`config.mk`:
```
export PLATFORM = sky130hd
export DESIGN_NAME = axi_write_arbiter
export DESIGN_NICKNAME = d
export VERILOG_FILES = /design/src/rtl/axi_pkg.sv /design/src/rtl/wr_grant_arb.sv /design/src/rtl/axi_write_arbiter.sv
export SDC_FILE = /design/constraint.sdc
export NUM_CORES = 1
export LEC_CHECK = 0
export BUFFER_PORTS_ARGS = -buffer_cell sky130_fd_sc_hd__buf_2
export CAP_MARGIN = 20
export CORE_AREA = 2 2 129 131
export CTS_CLUSTER_DIAMETER = 100
export DETAILED_ROUTE_END_ITERATION = 8
export DIE_AREA = 0 0 131 133
export PLACE_DENSITY = 0.53
export REMOVE_ABC_BUFFERS = 1
export SLEW_MARGIN = 20
export SYNTH_ARGS = -nofsm -noshare
export SYNTH_HDL_FRONTEND = slang
export SYNTH_SLANG_ARGS = --single-unit
```
`constraint.sdc`:
```
create_clock -name clk -period 3.3 [get_ports clk]
set_input_delay 0.165 -clock clk [delete_from_list [all_inputs] [get_ports clk]]
set_output_delay 0.165 -clock clk [all_outputs]
set_load 0.005 [all_outputs]
```
`src/rtl/axi_pkg.sv`:
```
// Shared types and constants for the AXI write-channel arbiter.
package axi_pkg;

  localparam int unsigned AXI_LEN_W = 8;

  localparam logic [1:0] BURST_INCR = 2'b01;

  typedef enum logic [1:0] {
    IDLE,
    ADDR,
    DATA,
    RESP
  } wr_state_e;

endpackage

```
`src/rtl/wr_grant_arb.sv`:
```
// Two-way grant decision for the AXI write arbiter.
// Build option AXI_WR_RR_EN: round-robin on ties (the master that did not
// own the last transaction wins); otherwise M0 always wins ties.
module wr_grant_arb (
  input  logic req0_i,
  input  logic req1_i,
`ifdef AXI_WR_RR_EN
  input  logic rr_last_i,
`endif
  output logic gnt1_o
);

`ifdef AXI_WR_RR_EN
  // M1 wins when alone, or on a tie when M0 owned the previous transaction
  always_comb begin
    gnt1_o = req1_i && (!req0_i || !rr_last_i);
  end
`else
  // M1 wins only when M0 is not requesting
  always_comb begin
    gnt1_o = req1_i && !req0_i;
  end
`endif

endmodule

```
`src/rtl/axi_write_arbiter.sv`:
```
// Shares one AXI write port (AW/W/B) between M0 (dcache write-back) and
// M1 (uncached store buffer). One master owns AW, W and B from grant to its
// B handshake; W beat count is checked against AWLEN (sticky wr_err).
// Build option AXI_WR_RR_EN selects round-robin arbitration instead of
// fixed M0 priority.
module axi_write_arbiter
  import axi_pkg::*;
#(
  parameter int unsigned ID_W   = 4,
  parameter int unsigned ADDR_W = 32,
  parameter int unsigned DATA_W = 32
) (
  input  logic                clk,
  input  logic                rst,
  // master 0
  input  logic [ID_W-1:0]     m0_awid,
  input  logic [ADDR_W-1:0]   m0_awaddr,
  input  logic [7:0]          m0_awlen,
  input  logic [2:0]          m0_awsize,
  input  logic [1:0]          m0_awburst,
  input  logic [1:0]          m0_awlock,
  input  logic [3:0]          m0_awcache,
  input  logic [2:0]          m0_awprot,
  input  logic                m0_awvalid,
  output logic                m0_awready,
  input  logic [ID_W-1:0]     m0_wid,
  input  logic [DATA_W-1:0]   m0_wdata,
  input  logic [DATA_W/8-1:0] m0_wstrb,
  input  logic                m0_wlast,
  input  logic                m0_wvalid,
  output logic                m0_wready,
  output logic [ID_W-1:0]     m0_bid,
  output logic [1:0]          m0_bresp,
  output logic                m0_bvalid,
  input  logic                m0_bready,
  // master 1
  input  logic [ID_W-1:0]     m1_awid,
  input  logic [ADDR_W-1:0]   m1_awaddr,
  input  logic [7:0]          m1_awlen,
  input  logic [2:0]          m1_awsize,
  input  logic [1:0]          m1_awburst,
  input  logic [1:0]          m1_awlock,
  input  logic [3:0]          m1_awcache,
  input  logic [2:0]          m1_awprot,
  input  logic                m1_awvalid,
  output logic                m1_awready,
  input  logic [ID_W-1:0]     m1_wid,
  input  logic [DATA_W-1:0]   m1_wdata,
  input  logic [DATA_W/8-1:0] m1_wstrb,
  input  logic                m1_wlast,
  input  logic                m1_wvalid,
  output logic                m1_wready,
  output logic [ID_W-1:0]     m1_bid,
  output logic [1:0]          m1_bresp,
  output logic                m1_bvalid,
  input  logic                m1_bready,
  // slave side
  output logic [ID_W-1:0]     awid,
  output logic [ADDR_W-1:0]   awaddr,
  output logic [7:0]          awlen,
  output logic [2:0]          awsize,
  output logic [1:0]          awburst,
  output logic [1:0]          awlock,
  output logic [3:0]          awcache,
  output logic [2:0]          awprot,
  output logic                awvalid,
  input  logic                awready,
  output logic [ID_W-1:0]     wid,
  output logic [DATA_W-1:0]   wdata,
  output logic [DATA_W/8-1:0] wstrb,
  output logic                wlast,
  output logic                wvalid,
  input  logic                wready,
  input  logic [ID_W-1:0]     bid,
  input  logic [1:0]          bresp,
  input  logic                bvalid,
  output logic                bready,
  // status
  output logic                wr_busy,
  output logic                wr_err
);

  localparam logic [AXI_LEN_W:0] BEAT_ONE = 1;

  wr_state_e              state_q;
  logic                   own_q;
  logic [AXI_LEN_W:0]     beat_cnt_q;
  logic [AXI_LEN_W-1:0]   len_q;
  logic                   wr_err_q;
  logic                   gnt1;
`ifdef AXI_WR_RR_EN
  logic                   rr_last_q;
`endif

  wr_grant_arb u_grant (
    .req0_i    (m0_awvalid),
    .req1_i    (m1_awvalid),
`ifdef AXI_WR_RR_EN
    .rr_last_i (rr_last_q),
`endif
    .gnt1_o    (gnt1)
  );

  // Payload muxes follow the owner in every state; only the valids gate them
  always_comb begin
    awid    = own_q ? m1_awid    : m0_awid;
    awaddr  = own_q ? m1_awaddr  : m0_awaddr;
    awlen   = own_q ? m1_awlen   : m0_awlen;
    awsize  = own_q ? m1_awsize  : m0_awsize;
    awburst = own_q ? m1_awburst : m0_awburst;
    awlock  = own_q ? m1_awlock  : m0_awlock;
    awcache = own_q ? m1_awcache : m0_awcache;
    awprot  = own_q ? m1_awprot  : m0_awprot;
    wid     = own_q ? m1_wid     : m0_wid;
    wdata   = own_q ? m1_wdata   : m0_wdata;
    wstrb   = own_q ? m1_wstrb   : m0_wstrb;
    wlast   = own_q ? m1_wlast   : m0_wlast;
    m0_bid   = bid;
    m0_bresp = bresp;
    m1_bid   = bid;
    m1_bresp = bresp;
  end

  // Handshake routing: only the owner's channel for the current phase is open
  always_comb begin
    awvalid    = 1'b0;
    wvalid     = 1'b0;
    bready     = 1'b0;
    m0_awready = 1'b0;
    m1_awready = 1'b0;
    m0_wready  = 1'b0;
    m1_wready  = 1'b0;
    m0_bvalid  = 1'b0;
    m1_bvalid  = 1'b0;
    unique case (state_q)
      ADDR: begin
        awvalid    = own_q ? m1_awvalid : m0_awvalid;
        m0_awready = !own_q && awready;
        m1_awready = own_q && awready;
      end
      DATA: begin
        wvalid    = own_q ? m1_wvalid : m0_wvalid;
        m0_wready = !own_q && wready;
        m1_wready = own_q && wready;
      end
      RESP: begin
        bready    = own_q ? m1_bready : m0_bready;
        m0_bvalid = !own_q && bvalid;
        m1_bvalid = own_q && bvalid;
      end
      default: ;
    endcase
  end

  // Transaction FSM: arbitrate, address, data beats with length check, response
  always_ff @(posedge clk or negedge rst) begin
    if (!rst) begin
      state_q    <= IDLE;
      own_q      <= 1'b0;
      beat_cnt_q <= '0;
      len_q      <= '0;
      wr_err_q   <= 1'b0;
`ifdef AXI_WR_RR_EN
      rr_last_q  <= 1'b1;
`endif
    end else begin
      unique case (state_q)
        IDLE: begin
          if (m0_awvalid || m1_awvalid) begin
            own_q   <= gnt1;
            state_q <= ADDR;
          end
        end
        ADDR: begin
          if (awvalid && awready) begin
            len_q      <= awlen;
            beat_cnt_q <= '0;
            state_q    <= DATA;
          end
        end
        DATA: begin
          if (wvalid && wready) begin
            beat_cnt_q <= beat_cnt_q + BEAT_ONE;
            // beat_cnt_q is the index of the beat being accepted now
            if (wlast) begin
              if (beat_cnt_q != {1'b0, len_q}) wr_err_q <= 1'b1;
              state_q <= RESP;
            end else if (beat_cnt_q == {1'b0, len_q}) begin
              wr_err_q <= 1'b1;
            end
          end
        end
        RESP: begin
          if (bvalid && bready) begin
            state_q <= IDLE;
`ifdef AXI_WR_RR_EN
            rr_last_q <= own_q;
`endif
          end
        end
        default: state_q <= IDLE;
      endcase
    end
  end

  assign wr_busy = (state_q != IDLE);
  assign wr_err  = wr_err_q;

endmodule

```
### After elaboration in Yosys (flattened, before gate mapping)

Cells that the tools add are included.

* add/sub/neg operators: 1
* equal/unequal tests: 11
* multiplexer cells: 36
* reductions and logical operators: 22

Operators with widths (count)
* $mux W32: 2
* $mux W9: 2
* $pmux W9 S2: 1
* $mux W1: 16
* $mux W4: 4
* $mux W2: 7
* $logic_and A1 B1 Y1: 10
* $ne A2 B2 Y1 const B: 5
* $add A9 B1 Y9 const B: 1
* $eq A9 B8 Y1: 1
* $ne A9 B8 Y1: 1
* $mux W8: 1
* $pmux W2 S4: 1
* $mux W3: 2
* $reduce_bool A2 Y1: 3
* $reduce_and A5 Y1: 1
* $eq A2 B2 Y1 const B: 2
* $reduce_and A2 Y1: 2
* $reduce_and A4 Y1: 1
* $reduce_and A3 Y1: 1
* $eq A2 B1 Y1 const B: 1
* $logic_not A1 Y1: 2
* $logic_not A2 Y1: 1
* $ne A2 B1 Y1 const B: 1
* $logic_or A1 B1 Y1: 1

* register bits: 21
* word-level logic and storage cells: 75
* output and inout port bits: 122

### Logic depth before layout (Yosys ltp)

* depth in word-level cells: 5
* mapped depth: 7

### Cells and area by module

From an unflattened synthesis, not the netlist that was laid out.

* cell total of the unflattened synthesis: 256
* area, all modules: 2580.0 sq um

Modules (own cells, without submodules)
* axi_write_arbiter: cells each 255, area an instance 2566.2 sq um, instances 1, seq. area each 525.5 sq um
* wr_grant_arb: cells each 1, area an instance 13.8 sq um, instances 1, seq. area each 0.0 sq um

### Least setup slack after synthesis

OpenSTA, ideal clock, no wires.

* kind: reg2reg
* from: register state_q[0]
* to: register state_q[1]
* slack: 1.640 ns
* arrival: 1.533 ns
* clock period less this slack: 1.660 ns
* setup time: 0.127 ns
* cell stages (with the launch flop): 6
* path through: dfrtp_1 ha_1 nor2b_1 a221o_1 a211o_1 mux2_1

* cells in the longest elaborated chain, start to end: 5
* elaborated cells on any way between the ends: 17
* classes of those cells: eq/ne: 8; mux: 4; reduce/logical: 5

Ends and longest elaborated chain
* start: declaration: RTL line axi_write_arbiter.sv:85 `wr_state_e state_q;`
* start signal: assignment: RTL line axi_write_arbiter.sv:158 `state_q <= IDLE;`
* start signal: assignment: RTL line axi_write_arbiter.sv:171 `state_q <= ADDR;`
* start signal: assignment: RTL line axi_write_arbiter.sv:178 `state_q <= DATA;`
* $eq A2 B2 Y1 / $eq A2 B1 Y1 (equally long branches): RTL line axi_write_arbiter.sv:135, axi_write_arbiter.sv:167
* $mux W1: RTL line axi_write_arbiter.sv:135 `unique case (state_q)`
* $logic_and A1 B1 Y1, on equally long branches: RTL line axi_write_arbiter.sv:194, axi_write_arbiter.sv:175, axi_write_arbiter.sv:182
* $ne A2 B2 Y1 (no line)
* $reduce_and A5 Y1 (no line)

Several ways; a longest one is shown, not always the timed one.
A chain may end at the register's enable or synchronous reset.

### Final worst setup path

* from: register own_q
* to: output port awsize[2]

* cells in the longest elaborated chain, start to end: 1

Ends and longest elaborated chain
* start: declaration: RTL line axi_write_arbiter.sv:86 `logic own_q;`
* start signal: assignment: RTL line axi_write_arbiter.sv:170 `own_q <= gnt1;`
* $mux W3: RTL line axi_write_arbiter.sv:109 `awsize = own_q ? m1_awsize : m0_awsize;`
* end: declaration: RTL line axi_write_arbiter.sv:61 `output logic [2:0] awsize,`

No other way between the ends.

==> run_results.csv <==
group,metric,value,unit
detailed_routing,wirelength,12700,um
timing,finalCriticalPeriod,2200,ps
job,maxCapViolCount,0,
critical_path,cp.arrival,2030,ps
cells_and_area,fin_cells,772,
clock_network,cts_sinks,21,
synth,async_reset_ff_share,100,%
global_route,antenna_found_initial,3,
global_route,gr-total-overflow,0,
clock_network,ctsResizeCount,0,
die,die-height,133,um
timing,worst_hold_slack,137,ps
die,rows,47,
global_route,grt_start_max_net_pins,57,
synth,ys_types,38,
timing,max_clock_freq,0.455,GHz
clock_network,path_clk_slew,60,ps
place,gp_congestion,0.808,
timing,finalSetupViolCount,0,
detailed_routing,drc,0,
detailed_routing,ant_nets,0,
critical_path,r2r-end,"len_q[0]",
clock_network,clockBufferDepth,2,
pwr,ir_drop,0.000236,V
global_route,grt_usage,13.1,%
critical_path,r2r_cells,5,
detailed_routing,drt_iter0_markers,71,
die,dieArea,0.0174,mm2
clock_network,hold_buffers,1,
worst_hold_path,min-delay-start,"m0_awvalid",
timing,relSlewSlack,45.4,%
worst_hold_path,hold-path-cell-count,2,
critical_path,cp-end-kind,"primary output",
synth,synth_edf_count,0,
detailed_routing,avgRoutedWirePerCell,16.5,um
pwr,power_per_cell_area,611,mW/mm2
timing,fin_setup_tns,0,ps
place,place_area,0.00428,mm2
pwr,switching_share,40.9,%
place,dp.final_hpwl,11000,um
timing,slew_violations,0,
die,core,0.0162,mm2
critical_path,rrSetupSlack,1210,ps
cells_and_area,fin_nets,772,
synth,syn_inst,256,
detailed_routing,vias,3069,
timing,min_period_over_period,66.6,%
critical_path,critPathRequiredTime,3130,ps
synth,synthFlopType,"dfrtp_1",
synth,seq_area_frac_synth,20.4,%
worst_hold_path,hold_end,"own_q",
clock_network,cts_max_level,1,
die,num_io_pins,337,
timing,final_hold_viol_count,0,
global_route,grt_pass1_vias,2955,
clock_network,cts_tree,"done",
cells_and_area,stdcell_area,0.00437,mm2
critical_path,critPathLaunchType,"flop",
synth,yosys_register_bits,21,
pwr,p_int,1.58,mW
synth,yosysWarningCount,0,
cells_and_area,area_delta_synth_final,69.9,%
clock_network,post_cts_buffers,0,
clock_network,clk_latency,260,ps
detailed_routing,firstDrtPassIters,4,
critical_path,crit_type,"reg2out",
cells_and_area,final_util,27.0,%
clock_network,cts_root_buf,"clkbuf_16",
pwr,power.share.clock,9.9,%
pwr,seqPwrFrac,18.5,%
critical_path,crit_fanout,56,
timing,finClkSkew,5.93,ps
die,die_w,131,um
worst_hold_path,min_path_type,"in2reg",
run_status,status,"completed",
pwr,power_frac_comb,71.6,%
timing,rsz0062_at_grt,"no",
place,port-buffer-count,318,
synth,synth.avg_cell_area,10.0,um2
critical_path,reg2reg_from,"state_q[1]",
cells_and_area,drive_gt1_share,79.9,%
pwr,power_switching,1.09,mW
clock_network,numCtsBuffers,3,
synth,netlist_area,0.00257,mm2
global_route,grt_pass1_wl,17200,um
detailed_routing,vias_per_cell,3.98,
pwr,p_leak,2.29,nW
die,initial_core_util,15.9,%
place,placed_cells,766,
timing,tightest_slew,818,ps
cells in the final DEF, fill, tap and decap left out, types with 2 or more instances in the layout:
master / count
nor2_1: 8
buf_2: 318
a31o_2: 3
a31oi_1: 2
inv_1: 6
nor2b_1: 4
ha_1: 5
buf_4: 3
nand2_1: 11
dfrtp_1: 20
nand4_1: 2
nand3_1: 3
o31ai_1: 2
xor2_1: 8
a21oi_1: 2
mux2i_1: 5
and3_1: 5
nand2b_1: 4
o221ai_1: 2
nand3b_1: 2
clkbuf_16: 3
nor4_1: 3
o21ai_0: 6
mux2_2: 108
worst max path at each step:
stage | end | cells after the start | startpoint
finish | awsize[2] | 3 | own_q
global route | awsize[2] | 3 | own_q
CTS | wstrb[3] | 3 | own_q
detailed placement | len_q[1] | 3 | own_q
global placement | len_q[3] | 3 | own_q
floorplan | len_q[0] | 3 | own_q
logic make-up (layout without fill, tap and decap cells):
| family | after synthesis | in the layout | synth area share, % |
|---|---|---|---|
| XOR/XNOR | 8 | 8 | 2.72 |
| buffers and inverters | 37 | 332 | 8.17 |
| adder cells (fa/ha/maj) | 5 | 5 | 2.43 |
| other | 0 | 1 | 0 |
| flip-flops | 21 | 21 | 20.4 |
| AND/OR/NAND/NOR | 46 | 46 | 9.29 |
| multiplexers | 115 | 115 | 50.2 |
| AO/OA/AOI/OAI | 24 | 24 | 6.71 |
worst max-delay path, cell delays in order, from the launching register on:
cell	delay, ps
dfrtp_4	550
buf_4	610
mux2_2	440
buf_2	140
stage by stage:
step / setup slack, ps / total power [mW]
after floorplan: -662 / 1.70
after global placement: 1150 / 2.43
after detailed placement: 1150 / 2.43
after CTS: 1070 / 2.71
after global routing: 1010 / 2.89
final: 1100 / 2.67
power by group through the flow:
| stage | clock [mW] | combinational (mW) | sequential [mW] |
|---|---|---|---|
| final | 0.264 | 1.91 | 0.494 |
| after global routing | 0.283 | 2.09 | 0.517 |
| after CTS | 0.269 | 1.94 | 0.502 |
| after detailed placement | 0 | 1.92 | 0.507 |
| after global placement | 0 | 1.92 | 0.507 |
| after floorplan | 0 | 1.10 | 0.600 |
state kept, by name, summed over array words and instances (netlist names):
| register | count |
|---|---|
| beat_cnt_q | 9 |
| len_q | 8 |
| state_q | 2 |
| own_q | 1 |
| wr_err | 1 |
layer usage:
metal / GRT usage [%] / up-vias / share of wire, %
met3: 2.22 / 10 / 6.7
met1: 16.7 / 1400 / 44
met5: 0 / - / 0.10
li1: - / 1517 / -
met2: 23.4 / 140 / 49
met4: 1.48 / 2 / 0.60
synth_stat cells, types with 3 or more instances:
cell type  count  share of area [%]
nor2b_1        4               0.97
a31o_2         3                1.0
nand2b_1       4               0.97
ha_1           5                2.4
o21ai_0        6                1.2
mux2i_1        5                1.9
buf_2          9                1.8
xor2_1         8                2.7
nor2_1         8                1.2
nor4_1         3               0.73
nand3_1        3               0.58
mux2_2       108                 47
and3_1         5                1.2
clkbuf_1       8                1.2
dfrtp_1       21                 20
nand2_1       11                1.6
buf_4         12                3.5
inv_1          6               0.88
layout make-up:
| class | instances | area [um2] |
|---|---|---|
| Antenna cell | 1 | 2.50 |
| Multi-Input combinational cell | 198 | 1840 |
| Tap cell | 220 | 275 |
| Timing Repair Buffer | 322 | 1620 |
| Sequential cell | 21 | 529 |
| Clock buffer | 3 | 75.1 |
| Clock inverter | 1 | 5.00 |
| Fill cell | 1767 | 11800 |
| Inverter | 6 | 22.5 |
(Power assumes the default switching activity.)
